`config.mk`:
```
export PLATFORM = sky130hd
export DESIGN_NAME = dmg_lcd_capture_flat
export DESIGN_NICKNAME = d
export VERILOG_FILES = /design/src/rtl/dmg_lcd_capture_pkg.sv /design/src/rtl/dmg_lcd_capture_if.sv /design/src/rtl/dmg_lcd_capture_packer.sv /design/src/rtl/dmg_lcd_capture.sv /design/src/flat_wrapper.sv
export SDC_FILE = /design/constraint.sdc
export NUM_CORES = 1
export LEC_CHECK = 0
export CORE_ASPECT_RATIO = 1.5
export CORE_MARGIN = 8
export CORE_UTILIZATION = 57
export CTS_CLUSTER_SIZE = 30
export DETAILED_ROUTE_END_ITERATION = 10
export PLACE_DENSITY = 0.8
export SYNTH_ARGS = -nofsm -noshare
export SYNTH_HDL_FRONTEND = slang
export SYNTH_SLANG_ARGS = --single-unit
```
`constraint.sdc`:
```
create_clock -name clk -period 4.7 [get_ports clk]
set_input_delay 0.47 -clock clk [delete_from_list [all_inputs] [get_ports clk]]
set_output_delay 0.47 -clock clk [all_outputs]
set_load 0.01 [all_outputs]
```
`src/rtl/dmg_lcd_capture_pkg.sv`:
```
// Shared geometry, typed constants and the capture state type for the DMG LCD capture block.
// The typed constants let the counters compare and add without width casts at every use.
package dmg_pkg;

  localparam int H_PIXELS       = 160;
  localparam int V_LINES        = 144;
  localparam int BYTES_PER_LINE = 40;
  localparam int BANK_BYTES     = H_PIXELS * V_LINES / 4;

  localparam int XW = 8;   // x counts 0..H_PIXELS inclusive
  localparam int LW = 8;
  localparam int AW = 14;

  localparam logic [XW-1:0] X_END     = XW'(H_PIXELS);
  localparam logic [LW-1:0] LINE_LAST = LW'(V_LINES - 1);
  localparam logic [AW-1:0] LINE_STEP = AW'(BYTES_PER_LINE);
  localparam logic [AW-1:0] BANK_OFF  = AW'(BANK_BYTES);

  typedef enum logic {CAP_IDLE, CAP_ACTIVE} cap_state_t;

  // Byte address inside the framebuffer; xb is the pixel x already divided by 4.
  function automatic logic [AW-1:0] byte_addr(input logic bank, input logic [AW-1:0] lbase,
                                              input logic [XW-3:0] xb);
    return (bank ? BANK_OFF : '0) + lbase + AW'(xb);
  endfunction

endpackage

```
`src/rtl/dmg_lcd_capture_if.sv`:
```
// LCD stream in / framebuffer write port out of the capture block.
// master drives the LCD stream, slave is the capture block.
interface dmg_lcd_capture_if;
  import dmg_pkg::*;

  logic          capture_en;
  logic          lcd_vsync;
  logic          lcd_hsync;
  logic          lcd_pixel;
  logic [1:0]    lcd_color;
  logic          fb_we;
  logic [AW-1:0] fb_waddr;
  logic [7:0]    fb_wdata;
  logic          front_bank;
  logic          frame_done;
  logic          err_overrun;
  logic          err_short;

  modport master (
    output capture_en, lcd_vsync, lcd_hsync, lcd_pixel, lcd_color,
    input  fb_we, fb_waddr, fb_wdata, front_bank, frame_done, err_overrun, err_short
  );

  modport slave (
    input  capture_en, lcd_vsync, lcd_hsync, lcd_pixel, lcd_color,
    output fb_we, fb_waddr, fb_wdata, front_bank, frame_done, err_overrun, err_short
  );

endinterface

```
`src/rtl/dmg_lcd_capture_packer.sv`:
```
// Packs four 2-bit pixels into one byte, leftmost pixel in [7:6].
// A clear in the same cycle as a shift applies first, so that pixel starts a fresh byte.
module lcd_pixel_packer (
  input  logic       clk,
  input  logic       rst,
  input  logic       clr_i,
  input  logic       shift_i,
  input  logic [1:0] color_i,
  output logic       byte_vld_o,
  output logic [7:0] byte_o
);

  logic [5:0] sh_q, sh_d, sh_e;
  logic [1:0] cnt_q, cnt_d, cnt_e;
  logic       vld_q, vld_d;
  logic [7:0] byte_q, byte_d;

  always_comb begin
    sh_e   = clr_i ? 6'd0 : sh_q;
    cnt_e  = clr_i ? 2'd0 : cnt_q;
    sh_d   = sh_e;
    cnt_d  = cnt_e;
    vld_d  = 1'b0;
    byte_d = byte_q;
    if (shift_i) begin
      if (cnt_e == 2'd3) begin
        byte_d = {sh_e, color_i};
        vld_d  = 1'b1;
        sh_d   = 6'd0;
        cnt_d  = 2'd0;
      end else begin
        sh_d  = {sh_e[3:0], color_i};
        cnt_d = cnt_e + 2'd1;
      end
    end
  end

  always_ff @(posedge clk) begin
    if (!rst) begin
      sh_q   <= '0;
      cnt_q  <= '0;
      vld_q  <= 1'b0;
      byte_q <= '0;
    end else begin
      sh_q   <= sh_d;
      cnt_q  <= cnt_d;
      vld_q  <= vld_d;
      byte_q <= byte_d;
    end
  end

  assign byte_vld_o = vld_q;
  assign byte_o     = byte_q;

endmodule

```
`src/rtl/dmg_lcd_capture.sv`:
```
// Captures the DMG LCD stream into a double-buffered 2bpp framebuffer.
// The front bank flips only after a complete, error-free frame.
module dmg_lcd_capture
  import dmg_pkg::*;
(
  input  logic             clk,
  input  logic             rst,
  dmg_lcd_capture_if.slave lcd
);

  logic          vs_q, hs_q, vs_rise, hs_rise;
  cap_state_t    state_q, state_d;
  logic [XW-1:0] x_q, x_d;
  logic [LW-1:0] line_q, line_d;
  logic [AW-1:0] lbase_q, lbase_d;
  logic          ok_q, ok_d;
  logic          drop_q, drop_d;
  logic          front_q, front_d;
  logic          done_q, done_d;
  logic          ovr_q, ovr_d;
  logic          short_q, short_d;
  logic [AW-1:0] waddr_q, waddr_d;
  logic          pk_clr, pk_shift, pk_vld;
  logic [7:0]    pk_byte;

  assign vs_rise = lcd.lcd_vsync & ~vs_q;
  assign hs_rise = lcd.lcd_hsync & ~hs_q;

  // Sync edges are resolved first; a pixel in the same cycle then lands at x=0 of the new line.
  always_comb begin
    state_d  = state_q;
    x_d      = x_q;
    line_d   = line_q;
    lbase_d  = lbase_q;
    ok_d     = ok_q;
    drop_d   = drop_q;
    front_d  = front_q;
    done_d   = 1'b0;
    ovr_d    = ovr_q;
    short_d  = short_q;
    waddr_d  = waddr_q;
    pk_clr   = 1'b0;
    pk_shift = 1'b0;

    if (vs_rise) begin
      pk_clr = 1'b1;
      if (state_q == CAP_ACTIVE) begin
        if (ok_q && line_q == LINE_LAST && x_q == X_END) begin
          front_d = ~front_q;
          done_d  = 1'b1;
        end else begin
          short_d = 1'b1;
        end
      end
      if (lcd.capture_en) begin
        state_d = CAP_ACTIVE;
        x_d     = '0;
        line_d  = '0;
        lbase_d = '0;
        ok_d    = 1'b1;
        drop_d  = 1'b0;
      end else begin
        state_d = CAP_IDLE;
      end
    end else if (hs_rise && state_q == CAP_ACTIVE) begin
      pk_clr = 1'b1;
      x_d    = '0;
      if (x_q != X_END) begin
        short_d = 1'b1;
        ok_d    = 1'b0;
      end
      // Too many lines: keep the line pointer in range and drop pixels until vsync.
      if (line_q == LINE_LAST) begin
        ovr_d  = 1'b1;
        ok_d   = 1'b0;
        drop_d = 1'b1;
      end else begin
        line_d  = line_q + 8'd1;
        lbase_d = lbase_q + LINE_STEP;
      end
    end

    if (lcd.lcd_pixel && state_d == CAP_ACTIVE && !drop_d) begin
      if (x_d == X_END) begin
        ovr_d = 1'b1;
        ok_d  = 1'b0;
      end else begin
        pk_shift = 1'b1;
        if (x_d[1:0] == 2'b11)
          waddr_d = byte_addr(~front_q, lbase_d, x_d[XW-1:2]);
        x_d = x_d + 8'd1;
      end
    end
  end

  always_ff @(posedge clk) begin
    if (!rst) begin
      vs_q    <= 1'b0;
      hs_q    <= 1'b0;
      state_q <= CAP_IDLE;
      x_q     <= '0;
      line_q  <= '0;
      lbase_q <= '0;
      ok_q    <= 1'b0;
      drop_q  <= 1'b0;
      front_q <= 1'b0;
      done_q  <= 1'b0;
      ovr_q   <= 1'b0;
      short_q <= 1'b0;
      waddr_q <= '0;
    end else begin
      vs_q    <= lcd.lcd_vsync;
      hs_q    <= lcd.lcd_hsync;
      state_q <= state_d;
      x_q     <= x_d;
      line_q  <= line_d;
      lbase_q <= lbase_d;
      ok_q    <= ok_d;
      drop_q  <= drop_d;
      front_q <= front_d;
      done_q  <= done_d;
      ovr_q   <= ovr_d;
      short_q <= short_d;
      waddr_q <= waddr_d;
    end
  end

  lcd_pixel_packer u_packer (
    .clk        (clk),
    .rst        (rst),
    .clr_i      (pk_clr),
    .shift_i    (pk_shift),
    .color_i    (lcd.lcd_color),
    .byte_vld_o (pk_vld),
    .byte_o     (pk_byte)
  );

  assign lcd.fb_we       = pk_vld;
  assign lcd.fb_wdata    = pk_byte;
  assign lcd.fb_waddr    = waddr_q;
  assign lcd.front_bank  = front_q;
  assign lcd.frame_done  = done_q;
  assign lcd.err_overrun = ovr_q;
  assign lcd.err_short   = short_q;

endmodule

```
`src/flat_wrapper.sv`:
```
// flat-port wrapper written by rule: the top's interface ports become plain ports
module dmg_lcd_capture_flat import dmg_pkg::*;
  (clk, rst, lcd_capture_en, lcd_lcd_vsync, lcd_lcd_hsync, lcd_lcd_pixel, lcd_lcd_color, lcd_fb_we, lcd_fb_waddr, lcd_fb_wdata, lcd_front_bank, lcd_frame_done, lcd_err_overrun, lcd_err_short);
  dmg_lcd_capture_if lcd_i ();
  input  logic clk;
  input  logic rst;
  input wire logic [$bits(lcd_i.capture_en)-1:0] lcd_capture_en;
  input wire logic [$bits(lcd_i.lcd_vsync)-1:0] lcd_lcd_vsync;
  input wire logic [$bits(lcd_i.lcd_hsync)-1:0] lcd_lcd_hsync;
  input wire logic [$bits(lcd_i.lcd_pixel)-1:0] lcd_lcd_pixel;
  input wire logic [$bits(lcd_i.lcd_color)-1:0] lcd_lcd_color;
  output wire logic [$bits(lcd_i.fb_we)-1:0] lcd_fb_we;
  output wire logic [$bits(lcd_i.fb_waddr)-1:0] lcd_fb_waddr;
  output wire logic [$bits(lcd_i.fb_wdata)-1:0] lcd_fb_wdata;
  output wire logic [$bits(lcd_i.front_bank)-1:0] lcd_front_bank;
  output wire logic [$bits(lcd_i.frame_done)-1:0] lcd_frame_done;
  output wire logic [$bits(lcd_i.err_overrun)-1:0] lcd_err_overrun;
  output wire logic [$bits(lcd_i.err_short)-1:0] lcd_err_short;
  assign lcd_i.capture_en = lcd_capture_en;
  assign lcd_i.lcd_vsync = lcd_lcd_vsync;
  assign lcd_i.lcd_hsync = lcd_lcd_hsync;
  assign lcd_i.lcd_pixel = lcd_lcd_pixel;
  assign lcd_i.lcd_color = lcd_lcd_color;
  assign lcd_fb_we = lcd_i.fb_we;
  assign lcd_fb_waddr = lcd_i.fb_waddr;
  assign lcd_fb_wdata = lcd_i.fb_wdata;
  assign lcd_front_bank = lcd_i.front_bank;
  assign lcd_frame_done = lcd_i.frame_done;
  assign lcd_err_overrun = lcd_i.err_overrun;
  assign lcd_err_short = lcd_i.err_short;
  dmg_lcd_capture u_core (.clk(clk), .rst(rst), .lcd(lcd_i));
endmodule
```
==> impl_metrics.ini, run 1 <==
[run_status]
status = finished clean

[power_and_ir_drop]
p_sw_mw = 0.276
pwr-share-comb_pct = 4.2
seqPwrFrac_pct = 48.2
sw_frac_of_total_pct = 22.1
power_leakage_nw = 1.61
peakVddDrop_mv = 0.369
p_int_mw = 0.970
power.density_nw_per_um2 = 298
clkPwrFrac_pct = 47.7
power_mw = 1.25

[critical_path]
crit_fanout = 11
worstPathRequired_ps = 4910
crit_type = reg -> reg
worstSetupEndpointType = register
crit_arrival_ps = 4080
cp-start-kind = register

[sta]
worstMarginPinSlew_ps = 1150
rsz0062_at_grt = false
fin_crit_ps = 3860
slew_headroom_pct = 23.1
hold_viol_final = 0
min_period_over_period_pct = 82.2
whs_ps = 461
worst_slack_ps = 837
setup_viol = 0
slew_violations = 0
skew_ps = 5.84
fmax_ghz = 0.259
setup-tns-final_ps = 0

[placement]
hpwl_mm = 6.03
place_congestion = 0.838
post_dp_cell_area_um2 = 3940
dp_slack_ps = 598
placed_cells = 511
portBuffers = 34

[clock_network]
cts_buffer_depth = 2
cts_resized = 0
clkTransAtPathRegs_ps = 80
cts_hold_buffers = 0
cts_tree = yes
clk_latency_ps = 350
cts_max_level = 3
postCtsSetupBuffers = 0
root_buffer = clkbuf_8
clock_sink_count = 70
cts_made_buffers = 9

[floorplanning]
die_x_um = 80.5
initial_core_util_pct = 58.5
fp-row-count = 35
pin_count = 35
core_um2 = 6090
chipHeight_um = 113
dieArea_um2 = 9080

[run]
drv_cap = 0

[global_routing]
grt_pass1_vias = 3094
grt_overflow_total = 0
grt_max_degree = 40
antenna_found_initial = 0
grt_pass1_wl_mm = 14.1
grtUsageTotal_pct = 19.3

[drt]
vias = 3099
wl_mm = 8.16
wl_per_cell_um = 15.5
postRouteAntennaNets = 0
drc = 0
drt_iter0_markers = 199
avgViaCountPerCell = 5.88
dr.pass1.iters = 4

[finish]
post-route-util_pct = 68.8
antenna_cells = 0
drive_gt1_share_pct = 6.18
final_cell_area_um2 = 4190
finalNonFillerCells = 527
area_growth_syn_to_layout_pct = 17.6
final_net_count = 473

[yosys]
yosysWarnings = 0
synth_fp_nets = 443
synth-edff-count = 0
syn-cell-area_um2 = 3560
synth.avg_cell_area_um2 = 8.52
syn_inst = 418
yosysSeqAreaShare_pct = 39.4
synth.distinct_cells = 50
async_flop_share_pct = 0
ys.flop_type = dfxtp_1
synth-seq-cells = 70

[hold_path]
hold_class = reg -> reg
## cell usage after synthesis (7+ instances only)
cell	number	area (µm²)
nand4_1	13	81.3
inv_1	12	45.0
xnor2_1	12	105
and2_1	28	175
o21ai_0	17	85.1
ha_1	16	200
and3_1	15	93.8
nand3_1	15	75.1
nor2_1	22	82.6
a21oi_1	20	100
dfxtp_1	70	1400
xor2_1	7	61.3
nand2_1	61	229
clkbuf_1	15	56.3
a21boi_0	17	128
## cells by family (layout without fill, tap and decap cells)
kind of cell / count (synthesis) / in the layout / synth area share (%)
and+or+nand+nor: 191 / 191 / 28.3
AOI/OAI and AO/OA: 83 / 83 / 15.8
DFF: 70 / 70 / 39.4
buffers and inverters: 31 / 66 / 3.55
xor gates and xnor gates: 19 / 19 / 4.67
adders and majority gates: 17 / 17 / 6.19
muxes: 7 / 7 / 2.07
## metal layers
layer / global-route usage [%] / part of all wire, %
met5: 0 / 0
met4: 13.3 / 4.8
met3: 3.73 / 3.0
met2: 33.3 / 53
met1: 20.0 / 40
## final cells by class
cell class,instances,area [µm²]
multi-input cells,317,2030
fillers,488,1900
flip-flops and latches,70,1400
repair buffers,38,370
clock buffers,9,124
clock inverters,7,123
well taps,74,92.6
inverters,12,45.0
## cells in the final DEF, fill, tap and decap left out, drive strengths merged, types with 9 or more instances in the layout
| master | instances |
|---|---|
| a21boi | 18 |
| a21oi | 20 |
| and2 | 28 |
| and3 | 15 |
| clkbuf | 9 |
| clkdlybuf4s50 | 34 |
| dfxtp | 70 |
| ha | 16 |
| inv | 12 |
| nand2 | 61 |
| nand3 | 15 |
| nand4 | 13 |
| nor2 | 22 |
| o21ai | 17 |
| xnor2 | 12 |
## sequential cells by signal, indices dropped and copies added (netlist names)
register and cells:
u_core.u_packer.sh_q 6, u_core.u_packer.cnt_q 2, u_core.drop_q 1, u_core.u_packer.byte_o 8
u_core.x_q 8, u_core.vs_q 1, u_core.state_q 1, u_core.lcd.front_bank 1
u_core.ok_q 1, u_core.lcd.fb_waddr 14, u_core.lcd.err_overrun 1, u_core.hs_q 1
u_core.lcd.err_short 1, u_core.lbase_q 14, u_core.u_packer.byte_vld_o 1, u_core.line_q 8
u_core.lcd.frame_done 1
## power groups by stage
stage / registers, mW / clock network (mW) / logic [mW]
4_1_cts: 0.600 / 0.602 / 0.0520
5_1_grt: 0.601 / 0.628 / 0.0584
6_report: 0.600 / 0.594 / 0.0522
3_5_place_dp: 0.614 / 0 / 0.0517
3_3_place_gp: 0.614 / 0 / 0.0508
2_1_floorplan: 0.614 / 0 / 0.0335
## critical path, cell delays in order (launching register included)
cell	delay, ps
dfxtp_1	380
ha_1	230
nor4b_2	240
nand4_1	230
nand2_1	350
nand2_1	170
mux2i_1	200
ha_1	280
o21ai_0	80
nor2_1	90
o31ai_1	360
a221oi_1	210
a311o_1	400
a31oi_1	220
xor2_1	190
a21oi_1	80
## worst paths after layout
path	start	end	slack, ps	depth (start not counted)
max	u_core.line_q[0]	u_core.lcd.fb_waddr[13]	840	15
min	u_core.drop_q	u_core.drop_q	460	2
max reg2reg	u_core.line_q[0]	u_core.lcd.fb_waddr[13]	840	15
min reg2reg	u_core.drop_q	u_core.drop_q	460	2
No activity file was read; power rests on OpenSTA's default activity.
==> run 2: changes to the inputs <==
- CORE_UTILIZATION: 57 -> 51
- PLACE_DENSITY: 0.8 -> 0.75
- clock period: 4.7 -> 3.5 ns (I/O delays scaled with it)
==> run 2 against run 1 <==
Against the previous run:
- clock-buffer cell count stayed put
- sequential share of layout area down 1.3 points
- critical endpoint is now u_core.lcd.fb_waddr[12]
- routed wire length increased by 4.9%
- worst hold slack got worse by 0.78 ps
- sequential power up 34%
- die area up 9.7%
- sequential cell count unchanged
- largest power group unchanged
- global-route usage decreased by 1.6 points
- first-iteration DRC count is 0.50% lower
- clock skew up 2.0 ps
- cell count rose by 6.1%
- power rose by 24%
==> impl_metrics.ini, run 2 (same netlist as run 1, synthesis figures left out) <==
[floorplanning]
initial_core_util_pct = 52.3
core_um2 = 6810
fp-row-count = 37
die_x_um = 84.2
chipHeight_um = 118
dieArea_um2 = 9960
pin_count = 35

[sta]
slew_violations = 0
setup-tns-final_ps = 0
worstMarginPinSlew_ps = 530
hold_viol_final = 0
slew_headroom_pct = 64.7
skew_ps = 7.88
rsz0062_at_grt = false
min_period_over_period_pct = 92.1
fin_crit_ps = 3220
setup_viol = 0
whs_ps = 460
fmax_ghz = 0.310
worst_slack_ps = 277

[placement]
hpwl_mm = 6.40
place_congestion = 0.938
post_dp_cell_area_um2 = 4160
dp_slack_ps = -76.4
placed_cells = 543
portBuffers = 34

[clock_network]
cts_tree = yes
cts_buffer_depth = 2
postCtsSetupBuffers = 0
root_buffer = clkbuf_8
cts_max_level = 3
cts_hold_buffers = 0
cts_made_buffers = 9
clock_sink_count = 70
clk_latency_ps = 360
clkTransAtPathRegs_ps = 80
cts_resized = 0

[drt]
wl_mm = 8.56
drt_iter0_markers = 198
avgViaCountPerCell = 5.64
postRouteAntennaNets = 0
drc = 0
wl_per_cell_um = 15.3
dr.pass1.iters = 4
vias = 3153

[finish]
post-route-util_pct = 64.2
final_common_cell = dfxtp_1
finalNonFillerCells = 559
final_cell_area_um2 = 4370
final_cell_mix = dfxtp_1 (69), nand2_1 (60), clkdlybuf4s50_1 (34), buf_4 (32), and2_1 (28)
area_growth_syn_to_layout_pct = 22.7
drive_gt1_share_pct = 12.7
antenna_cells = 0
final_net_count = 501

[critical_path]
cpMaxStageDelayCell = clkdlybuf4s50_1
worstSetupEndpointType = register
crit_arrival_ps = 3480
cp-start-kind = primary input
cp.depth = 14
path_cells = clkdlybuf4s50_1, and3b_1, and2_1, a21oi_1, nand2_1, fa_1, nor2b_1, o21ai_0, a21oi_1, o21ai_0, a211o_1, a211oi_2, mux2i_1, a311o_1
path_buf_inv = 1
crit_family = compound AO/OA/AOI/OAI gates
worstPathRequired_ps = 3750
crit_fanout = 3
max_stage_delay_ps = 440
rr_worst_depth = 15
crit_type = in -> reg

[run]
drv_cap = 0

[power_and_ir_drop]
power_mw = 1.54
peakVddDrop_mv = 0.316
power_leakage_nw = 1.72
power.density_nw_per_um2 = 352

[hold_path]
hold_class = reg -> reg
holdPathStages = 2

[global_routing]
grt_max_degree = 66
antenna_found_initial = 0
grt_pass1_vias = 3129
grt_overflow_total = 0
grt_pass1_wl_mm = 14.4
grtUsageTotal_pct = 17.7

[run_status]
status = finished clean
==> run 2: power breakdown <==
group	internal [mW]	switching [mW]	total, mW
combinational	0.0325	0.0458	0.0782
clock	0.331	0.324	0.655
sequential	0.802	0.00444	0.806
==> run 2: final timing paths <==
path	startpoint	endpoint	slack, ps
setup / recovery	lcd_lcd_hsync	u_core.lcd.fb_waddr[12]	280
hold / removal	u_core.u_packer.sh_q[4]	u_core.u_packer.sh_q[4]	460
setup reg to reg	u_core.line_q[1]	u_core.lcd.fb_waddr[13]	290
hold reg to reg	u_core.u_packer.sh_q[4]	u_core.u_packer.sh_q[4]	460
==> run 2: layout make-up <==
| cell class | instances | area (µm²) |
|---|---|---|
| Fill cell | 574 | 2440 |
| Timing Repair Buffer | 66 | 581 |
| Sequential cell | 70 | 1400 |
| Clock buffer | 9 | 124 |
| Tap cell | 78 | 97.6 |
| Clock inverter | 7 | 73.8 |
| Multi-Input combinational cell | 317 | 2040 |
| Inverter | 12 | 45.0 |
==> run 2: per-layer routing <==
metal  part of all wire (%)  global-route usage [%]
met5                      0                       0
met4                    3.1                    9.22
met3                    3.2                    4.95
met2                     54                    32.3
met1                     40                    17.5
==> run 2: tightest hold or removal path: stages (launching register included) <==
cell and delay [ps]:
dfxtp_1 320, nand2_1 50, a21oi_1 50
